[src/rtl/plic_irq_arbiter.sv]
// Per-source edge gateways, a priority arbiter and a claim/complete sequencer driving one core IRQ.
// Optional PLIC_EDGE_QUEUE_EN: queue up to 3 edges per source that arrive while it is busy.
module plic_irq_arbiter #(
  parameter int unsigned NUM_SRC = 3,
  parameter int unsigned PRIO_W  = 3,
  parameter int unsigned ADDR_W  = 32,
  parameter int unsigned DATA_W  = 32
) (
  input  logic              clk_i,
  input  logic              rst_i,
  input  logic [NUM_SRC-1:0] src_irq_i,
  input  logic              we_i,
  input  logic [ADDR_W-1:0] waddr_i,
  input  logic [DATA_W-1:0] wdata_i,
  input  logic              re_i,
  input  logic [ADDR_W-1:0] raddr_i,
  output logic [DATA_W-1:0] rdata_o,
  output logic              irq_o
);

  localparam int unsigned IdW = $clog2(NUM_SRC + 1);

  typedef enum logic [1:0] {GwIdle, GwPending, GwInflight} gw_e;

  gw_e                gw_q [NUM_SRC];
  gw_e                gw_d [NUM_SRC];
  logic [PRIO_W-1:0]  prio_q [NUM_SRC];
  logic [NUM_SRC-1:0] src_q, edge_s, pend, claimed, cmpl;
  logic [NUM_SRC-1:0] en_q;
  logic [PRIO_W-1:0]  thr_q;
  logic [IdW-1:0]     best_id_q, best_id_d;
  logic [PRIO_W-1:0]  best_prio_q, best_prio_d;
  logic [DATA_W-1:0]  rdata_q, rdata_d;
  logic               irq_q, irq_cond, claim_req, claim_ok, cmpl_req;
  logic [7:0]         waddr, raddr;
  logic               unused_bits;
`ifdef PLIC_EDGE_QUEUE_EN
  logic [1:0]         cnt_q [NUM_SRC];
  logic [1:0]         cnt_d [NUM_SRC];
`endif

  assign waddr       = waddr_i[7:0];
  assign raddr       = raddr_i[7:0];
  assign unused_bits = ^{waddr_i[ADDR_W-1:8], raddr_i[ADDR_W-1:8], wdata_i[DATA_W-1:8]};

  assign edge_s    = src_irq_i & ~src_q;
  assign irq_cond  = (best_id_q != '0) && (best_prio_q > thr_q);
  assign claim_req = re_i && (raddr == 8'h2C);
  assign claim_ok  = claim_req && irq_cond;
  assign cmpl_req  = we_i && (waddr == 8'h2C);

  always_comb begin
    for (int k = 0; k < NUM_SRC; k++) begin
      claimed[k] = claim_ok && (best_id_q == IdW'(k + 1));
      cmpl[k]    = cmpl_req && (wdata_i[7:0] == 8'(k + 1)) && (gw_q[k] == GwInflight);
    end
  end

  // Gateway state register
  always_ff @(posedge clk_i or posedge rst_i) begin
    if (rst_i) begin
      for (int k = 0; k < NUM_SRC; k++) begin
        gw_q[k] <= GwIdle;
`ifdef PLIC_EDGE_QUEUE_EN
        cnt_q[k] <= 2'd0;
`endif
      end
    end else begin
      for (int k = 0; k < NUM_SRC; k++) begin
        gw_q[k] <= gw_d[k];
`ifdef PLIC_EDGE_QUEUE_EN
        cnt_q[k] <= cnt_d[k];
`endif
      end
    end
  end

  // Gateway next state
  always_comb begin
    for (int k = 0; k < NUM_SRC; k++) begin
      gw_d[k] = gw_q[k];
`ifdef PLIC_EDGE_QUEUE_EN
      cnt_d[k] = cnt_q[k];
`endif
      unique case (gw_q[k])
        GwIdle: if (edge_s[k]) gw_d[k] = GwPending;
        GwPending: begin
          if (claimed[k]) gw_d[k] = GwInflight;
`ifdef PLIC_EDGE_QUEUE_EN
          if (edge_s[k] && cnt_q[k] != 2'd3) cnt_d[k] = cnt_q[k] + 2'd1;
`endif
        end
        GwInflight: begin
          if (cmpl[k]) begin
            // A fresh edge alongside its own complete re-arms the source at once
            if (edge_s[k]) gw_d[k] = GwPending;
`ifdef PLIC_EDGE_QUEUE_EN
            else if (cnt_q[k] != 2'd0) begin
              gw_d[k]  = GwPending;
              cnt_d[k] = cnt_q[k] - 2'd1;
            end
`endif
            else gw_d[k] = GwIdle;
          end
`ifdef PLIC_EDGE_QUEUE_EN
          else if (edge_s[k] && cnt_q[k] != 2'd3) cnt_d[k] = cnt_q[k] + 2'd1;
`endif
        end
        default: gw_d[k] = GwIdle;
      endcase
    end
  end

  // Gateway outputs
  always_comb begin
    for (int k = 0; k < NUM_SRC; k++) pend[k] = (gw_q[k] == GwPending);
  end

  // Strict '>' over ascending IDs keeps the lowest ID on a priority tie
  always_comb begin
    best_id_d   = '0;
    best_prio_d = '0;
    for (int k = 0; k < NUM_SRC; k++) begin
      if (pend[k] && en_q[k] && !claimed[k] && (prio_q[k] > best_prio_d)) begin
        best_id_d   = IdW'(k + 1);
        best_prio_d = prio_q[k];
      end
    end
  end

  always_comb begin
    rdata_d = rdata_q;
    if (re_i) begin
      rdata_d = '0;
      case (raddr)
        8'h20: rdata_d[NUM_SRC-1:0] = pend;
        8'h24: rdata_d[NUM_SRC-1:0] = en_q;
        8'h28: rdata_d[PRIO_W-1:0]  = thr_q;
        8'h2C: rdata_d[IdW-1:0]     = claim_ok ? best_id_q : '0;
        default: begin
          for (int k = 0; k < NUM_SRC; k++) begin
            if (raddr == 8'(4 * k)) rdata_d[PRIO_W-1:0] = prio_q[k];
          end
        end
      endcase
    end
  end

  always_ff @(posedge clk_i or posedge rst_i) begin
    if (rst_i) begin
      for (int k = 0; k < NUM_SRC; k++) prio_q[k] <= '0;
      en_q        <= '0;
      thr_q       <= '0;
      src_q       <= '0;
      best_id_q   <= '0;
      best_prio_q <= '0;
      irq_q       <= 1'b0;
      rdata_q     <= '0;
    end else begin
      if (we_i) begin
        for (int k = 0; k < NUM_SRC; k++) begin
          if (waddr == 8'(4 * k)) prio_q[k] <= wdata_i[PRIO_W-1:0];
        end
        if (waddr == 8'h24) en_q  <= wdata_i[NUM_SRC-1:0];
        if (waddr == 8'h28) thr_q <= wdata_i[PRIO_W-1:0];
      end
      src_q       <= src_irq_i;
      best_id_q   <= best_id_d;
      best_prio_q <= best_prio_d;
      irq_q       <= irq_cond;
      rdata_q     <= rdata_d;
    end
  end

  assign rdata_o = rdata_q;
  assign irq_o   = irq_q;

endmodule

[config.mk]
export PLATFORM = sky130hd
export DESIGN_NAME = plic_irq_arbiter
export DESIGN_NICKNAME = d
export VERILOG_FILES = /design/src/rtl/plic_irq_arbiter.sv
export SDC_FILE = /design/constraint.sdc
export NUM_CORES = 1
export LEC_CHECK = 0
export ABC_AREA = 1
export BUFFER_PORTS_ARGS = -buffer_cell sky130_fd_sc_hd__buf_2
export CAP_MARGIN = 25
export CORE_MARGIN = 1
export CORE_UTILIZATION = 44
export CTS_CLUSTER_SIZE = 12
export DETAILED_ROUTE_END_ITERATION = 10
export PLACE_DENSITY = 0.83
export SYNTH_ARGS = -nofsm -noshare
export SYNTH_HDL_FRONTEND = slang
export SYNTH_SLANG_ARGS = --single-unit
[constraint.sdc]
create_clock -name clk_i -period 4.7 [get_ports clk_i]
set_input_delay 0.705 -clock clk_i [delete_from_list [all_inputs] [get_ports clk_i]]
set_output_delay 0.705 -clock clk_i [all_outputs]
set_load 0.02 [all_outputs]
# Yosys cells after proc, flatten, opt, wreduce, memory -nomap -nowiden
# Index checks and enable logic that the tools add are counted.
# op_classes
n_lt_le_gt_ge	4
eq_ne	32
n_mux	27
bitwise	2
n_reduce_logical	39
# op_table
cell	n
8-bit by 6-bit equality test with 1-bit output (second input constant)	7
2-bit two-way mux	12
1-bit logical AND	22
3-bit two-way mux	6
2-bit case mux with 3 select lines	3
8-bit by 2-bit equality test with 1-bit output (second input constant)	2
8-bit by 3-bit equality test with 1-bit output (second input constant)	2
8-bit by 4-bit equality test with 1-bit output (second input constant)	2
8-bit zero test	2
2-bit inequality test (second input constant)	6
2-bit equality test (second input constant)	5
2-bit AND reduction	5
3-bit greater-than comparator	3
3-bit AND reduction	3
2-bit by 1-bit equality test with 1-bit output (second input constant)	4
8-bit by 1-bit equality test with 1-bit output (second input constant)	1
2-bit case mux with 4 select lines	1
2-bit zero test	3
2-bit by 1-bit inequality test with 1-bit output (second input constant)	3
1-bit two-way mux	4
1-bit case mux with 4 select lines	1
3-bit AND	1
3-bit by 1-bit greater-than comparator with 1-bit output (second input constant)	1
1-bit zero test	3
other kinds (2)	2
# totals
regBits	33
inputBits	103
out_inout_bits	33
elab_cells	117

# Logic depth before layout (Yosys ltp)
# depth
word_depth	14
ltp_mapped	21

# Worst setup path before layout
# OpenSTA, ideal clock, no wires.
# synth_timing
kind	input -> register
from	in raddr_i[1]
to	reg best_prio_q[0]
setup_time_ps	118
arrival_ps	3255
required_ps	4582
path_slack_ps	1327
stages	18
n_path_buf	0
cell_sequence	nor2_1 -> nand3_1 -> nor2_4 -> nand3_4 -> nand3_1 -> ha_1 -> a21oi_1 -> o21ai_0 -> and2_1 -> nand3_2 -> nand2_1 -> and2_1 -> ha_1 -> nand3_1 -> a21boi_0 -> nand3_2 -> nand3_1 -> nand2_1
# synth_via
elab_chain_len	14
# synth_lines
element	line	rtl
start, declared	16	input logic [ADDR_W-1:0] raddr_i,
8-bit by 6-bit equality test with 1-bit output (*)	48	assign claim_req = re_i && (raddr == 8'h2C);
1-bit logical AND (*)	48	
1-bit logical AND (*)	49	assign claim_ok = claim_req && irq_cond;
1-bit logical AND	54	claimed[k] = claim_ok && (best_id_q == IdW'(k + 1));
1-bit zero test	124	if (pend[k] && en_q[k] && !claimed[k] && (prio_q[k] > best_prio_d)) begin
1-bit logical AND (2 in series)	124	
3-bit two-way mux	124	
3-bit greater-than comparator	124	
1-bit logical AND	124	
3-bit two-way mux	124	
3-bit greater-than comparator	124	
1-bit logical AND	124	
3-bit two-way mux (*)	124	
via best_prio_d[0]	32	logic [PRIO_W-1:0] best_prio_q, best_prio_d;
end signal, assigned	169	best_prio_q <= best_prio_d;
end, declared	32	
# Mark *: on every way through the listed nets, which the timed path passes. The rest lies on a longest branch.
# A chain may end at the register's enable or synchronous reset.

# Final worst setup path
# layout_timing
from	reg thr_q[2]
to	reg best_prio_q[0]
# layout_via
elab_chain_len	14
# layout_lines
element	line	rtl
start, declared	30	logic [PRIO_W-1:0] thr_q;
start signal, assigned	165	if (waddr == 8'h28) thr_q <= wdata_i[PRIO_W-1:0];
3-bit greater-than comparator (*)	47	assign irq_cond = (best_id_q != '0) && (best_prio_q > thr_q);
1-bit logical AND (*)	47	
via irq_cond	34	logic irq_q, irq_cond, claim_req, claim_ok, cmpl_req;
1-bit logical AND (*)	49	
1-bit logical AND	54	
1-bit zero test	124	
1-bit logical AND (2 in series)	124	
3-bit two-way mux	124	
3-bit greater-than comparator	124	
1-bit logical AND	124	
3-bit two-way mux	124	
3-bit greater-than comparator	124	
1-bit logical AND	124	
3-bit two-way mux (*)	124	
via best_prio_d[0]	32	
# Marks and branches as above.

==> impl_metrics.xml <==
<?xml version="1.0" encoding="UTF-8"?>
<metrics>
  <group name="clock_tree">
    <metric name="cts_made_buffers" unit="">5</metric>
    <metric name="numClockSinks" unit="">33</metric>
    <metric name="clk_latency" unit="ns">0.28</metric>
    <metric name="clock_tree.htree_level_count" unit="">2</metric>
    <metric name="tritoncts_clock_tree" unit="">done</metric>
    <metric name="cts-resized-gates" unit="">0</metric>
    <metric name="clock_path_buffers" unit="">2</metric>
    <metric name="post_cts_buffers" unit="">0</metric>
    <metric name="cts-root-buf" unit="">clkbuf_8</metric>
    <metric name="clkSlewWorstSetupHoldPaths" unit="ns">0.07</metric>
    <metric name="postCtsHoldBufs" unit="">0</metric>
  </group>
  <group name="critical_path">
    <metric name="critical_path_class" unit="">reg -&gt; reg</metric>
    <metric name="cp.arrival" unit="ns">4.02</metric>
    <metric name="crit_start" unit="">thr_q[2]</metric>
    <metric name="worst-path-buf-inv" unit="">1</metric>
    <metric name="worstPathMaxFanout" unit="">6</metric>
    <metric name="cp_top_family" unit="">simple AND/OR/NAND/NOR gates</metric>
    <metric name="worst_path_most_repeated_cell" unit="">nand2_1</metric>
    <metric name="critical_path_required" unit="ns">4.88</metric>
    <metric name="timing.critical_path.slowest_stage_cell" unit="">a21boi_0</metric>
    <metric name="critical_path_source_type" unit="">flop</metric>
    <metric name="worst_setup_path_end_kind" unit="">flop</metric>
    <metric name="critPathMaxStageDelay" unit="ns">0.44</metric>
    <metric name="crit_path_cell_trace" unit="">inv_1, ha_1, nand2_1, nand2_1, nor2_1, nor2_4, nand3_4, nand3_1, ha_1, nand2_1, o21ai_0, and2_1, nand3_2, nand2_1, nand2_1, ha_1, nand3_1, a21boi_0, nand3_2, nand3_1, nand2_1</metric>
    <metric name="worst_r2r_startpoint" unit="">thr_q[2]</metric>
  </group>
  <group name="drt">
    <metric name="route.met3.wl" unit="um">301</metric>
    <metric name="drt_drc_violations_left" unit="">0</metric>
    <metric name="avgRoutedWirePerCell" unit="um">11.4</metric>
    <metric name="dr_total_vias" unit="">1979</metric>
    <metric name="route.detailed.vias_per_inst" unit="">4.82</metric>
    <metric name="postRouteWirelength" unit="mm">4.70</metric>
    <metric name="drtAntennaViolNets" unit="">0</metric>
    <metric name="detailroute.wirelength.met2" unit="mm">2.14</metric>
    <metric name="routedLengthMet1" unit="mm">2.14</metric>
    <metric name="initialDrtViolationCount" unit="">106</metric>
    <metric name="highest_layer" unit="">met4</metric>
    <metric name="drt-pass1-iter-count" unit="">4</metric>
  </group>
  <group name="timing">
    <metric name="maxClockFrequency" unit="MHz">260</metric>
    <metric name="setup-tns-final" unit="ns">0</metric>
    <metric name="fin_worst_skew" unit="ns">0.00356</metric>
    <metric name="report.final.hold_viol_count" unit="">0</metric>
    <metric name="worst_slew_margin_rel" unit="%">66.0</metric>
    <metric name="post-route-period-util" unit="%">81.7</metric>
    <metric name="tightest_slew" unit="ns">0.505</metric>
    <metric name="setup_ws" unit="ns">0.861</metric>
    <metric name="fin_hold_ws" unit="ns">0.476</metric>
    <metric name="final-setup-viol-count" unit="">0</metric>
    <metric name="unrepaired_setup_endpoints_after_global_routing" unit="">no</metric>
    <metric name="report.final.slew_viol_count" unit="">0</metric>
    <metric name="period_needed" unit="ns">3.84</metric>
  </group>
  <group name="synthesis">
    <metric name="synth_simple_gate_area_share" unit="%">35.0</metric>
    <metric name="most_area_consuming_cells_after_synthesis" unit="">dfrtp_1, nand2_1, buf_4</metric>
    <metric name="synth.top_cell.area_share" unit="%">36.6</metric>
    <metric name="synth-edff-count" unit="">0</metric>
    <metric name="post_synth_num_cell_types" unit="">28</metric>
    <metric name="main_combinational_cell_family_by_area_after_synthesis" unit="">simple AND/OR/NAND/NOR gates</metric>
    <metric name="synth_mux_area_share" unit="%">0</metric>
    <metric name="synthesized_netlist_cell_count" unit="">302</metric>
    <metric name="synthArstFlopShare" unit="%">100</metric>
    <metric name="syn_area" unit="sq mm">0.00226</metric>
    <metric name="ys_warn_count" unit="">0</metric>
    <metric name="synth_fa_ha_area_share" unit="%">4.99</metric>
    <metric name="synth_seq_cells" unit="">33</metric>
    <metric name="yosys_most_used_dff" unit="">dfrtp_1</metric>
    <metric name="syn-mean-instance-area" unit="sq um">7.47</metric>
    <metric name="synth_xor_area_share" unit="%">0</metric>
    <metric name="synth_area_leader_cell" unit="">dfrtp_1</metric>
    <metric name="synth_compound_area_share" unit="%">6.76</metric>
    <metric name="synth_sequential_area_ratio" unit="%">36.6</metric>
  </group>
  <group name="global_route">
    <metric name="grt_antenna_before_repair" unit="">0</metric>
    <metric name="grt.total_usage" unit="%">19.8</metric>
    <metric name="grt_first_pass_wirelength" unit="mm">8.00</metric>
    <metric name="grt_max_degree" unit="">34</metric>
    <metric name="first_global_vias" unit="">1798</metric>
    <metric name="globalRouteOverflowTotal" unit="">0</metric>
  </group>
  <group name="layout">
    <metric name="layout-drive-gt1-share" unit="%">17.7</metric>
    <metric name="layout.nets" unit="">455</metric>
    <metric name="design_area_final" unit="sq mm">0.00253</metric>
    <metric name="final_common_cell" unit="">nand2_1</metric>
    <metric name="antenna-diode-count" unit="">0</metric>
    <metric name="final_cell_mix" unit="">nand2_1, nor2_1, inv_1</metric>
    <metric name="final.fill_count" unit="">482</metric>
    <metric name="flow.area_growth_from_synthesis" unit="%">11.9</metric>
  </group>
  <group name="power_and_ir_drop">
    <metric name="p_per_area" unit="mW/mm^2">298</metric>
    <metric name="total_power_after_layout" unit="mW">0.754</metric>
    <metric name="peakVddDrop" unit="mV">0.182</metric>
    <metric name="static-leakage-power" unit="nW">1.31</metric>
  </group>
  <group name="floorplanning">
    <metric name="fp.coreArea" unit="sq mm">0.00482</metric>
    <metric name="core.rowCount" unit="">25</metric>
    <metric name="die-area" unit="sq mm">0.00542</metric>
    <metric name="initial_utilization" unit="%">46.9</metric>
    <metric name="chipHeight" unit="um">73.6</metric>
    <metric name="die_x" unit="um">73.6</metric>
    <metric name="num_io_pins" unit="">136</metric>
  </group>
  <group name="hold_path">
    <metric name="hold_class" unit="">reg -&gt; reg</metric>
    <metric name="timing.hold.worst.start" unit="">rdata_o[2]</metric>
  </group>
  <group name="placed_design">
    <metric name="buffer_ports.inserted" unit="">34</metric>
    <metric name="placedInstanceArea" unit="sq mm">0.00241</metric>
    <metric name="gpl.final_weighted_congestion" unit="">0.950</metric>
    <metric name="detailedPlacementHpwl" unit="mm">3.83</metric>
    <metric name="pre_cts_ws" unit="ns">0.721</metric>
  </group>
  <group name="run_status">
    <metric name="run_status" unit="">finished, final reports clean</metric>
  </group>
  <group name="job">
    <metric name="max_cap_violations" unit="">0</metric>
  </group>
</metrics>
==> logic make-up after synthesis <==
logic type | after synthesis
DFF | 33
buffers and inverters | 70
adders and majority gates | 9
and+or+nand+nor | 160
AOI/OAI and AO/OA | 29
other | 1
==> worst paths after layout <==
path / to / slack (ns) / cells past startpoint
worst max-delay path: best_prio_q[0] / 0.86 / 21
worst min-delay path: rdata_o[2] / 0.48 / 2
worst max register to register: best_prio_q[0] / 0.86 / 21
worst min register to register: rdata_o[2] / 0.48 / 2
max in group asynchronous: en_q[0] / 3.90 / 3
min in group asynchronous: src_q[2] / 0.50 / 3
==> layout make-up <==
class | instances | area [sq um] | area share (%)
clock inverter | 2 | 37.5 | 1.49
tap | 67 | 83.8 | 3.32
timing repair buffer | 35 | 178 | 7.03
multi-input combinational | 227 | 1160 | 46.1
inverter | 41 | 154 | 6.09
clock buffer | 6 | 82.6 | 3.27
sequential | 33 | 826 | 32.7
==> where the power goes <==
group | switching (mW) | total, mW | internal [mW]
registers | 0.0169 | 0.329 | 0.312
clock network | 0.104 | 0.276 | 0.172
logic | 0.100 | 0.148 | 0.0484
total | 0.221 | 0.754 | 0.533
==> state kept, by name (all words and copies together), names as in the netlist, 2 cells and up <==
name         count
best_id_q        2
best_prio_q      3
en_q             3
gw_q             6
prio_q           9
rdata_o          3
src_q            3
thr_q            3
==> cell usage after synthesis (2+ instances only) <==
cell and n:
dfrtp_1 33, nor2_4 3, nand4_1 9, o21ai_1 2
nand3_2 3, buf_4 29, nand3_4 2, o21ai_0 16
nor3_1 2, nand3b_1 4, nor2_1 39, o21bai_1 2
a21oi_1 8, inv_1 38, ha_1 9, nand3_1 25
nor3_2 3, and2_1 2, inv_2 3, nand2_1 62
==> routing by layer <==
metal / vias to the layer above / track usage, %
li1: 996 / -
met1: 883 / 25.6
met2: 87 / 31.9
met3: 13 / 4.80
met4: 0 / 8.12
met5: - / 0
==> worst reg2reg max path: cells and delay by family, from the launching register on <==
kind | cells | cell delay, ns
flops | 1 | 0.38
buf+inv | 1 | 0.07
compound gates | 2 | 0.59
simple gates | 15 | 1.74
fa+ha+maj | 3 | 0.96
==> per-stage QoR <==
step                      util, %  cells
after global routing         52.4    411
after detailed placement     49.9    403
after CTS                    52.4    411
after global placement       49.9    403
after floorplan                 -    330
final                        52.4    411
Note: power is estimated with default switching activity, not from simulation.
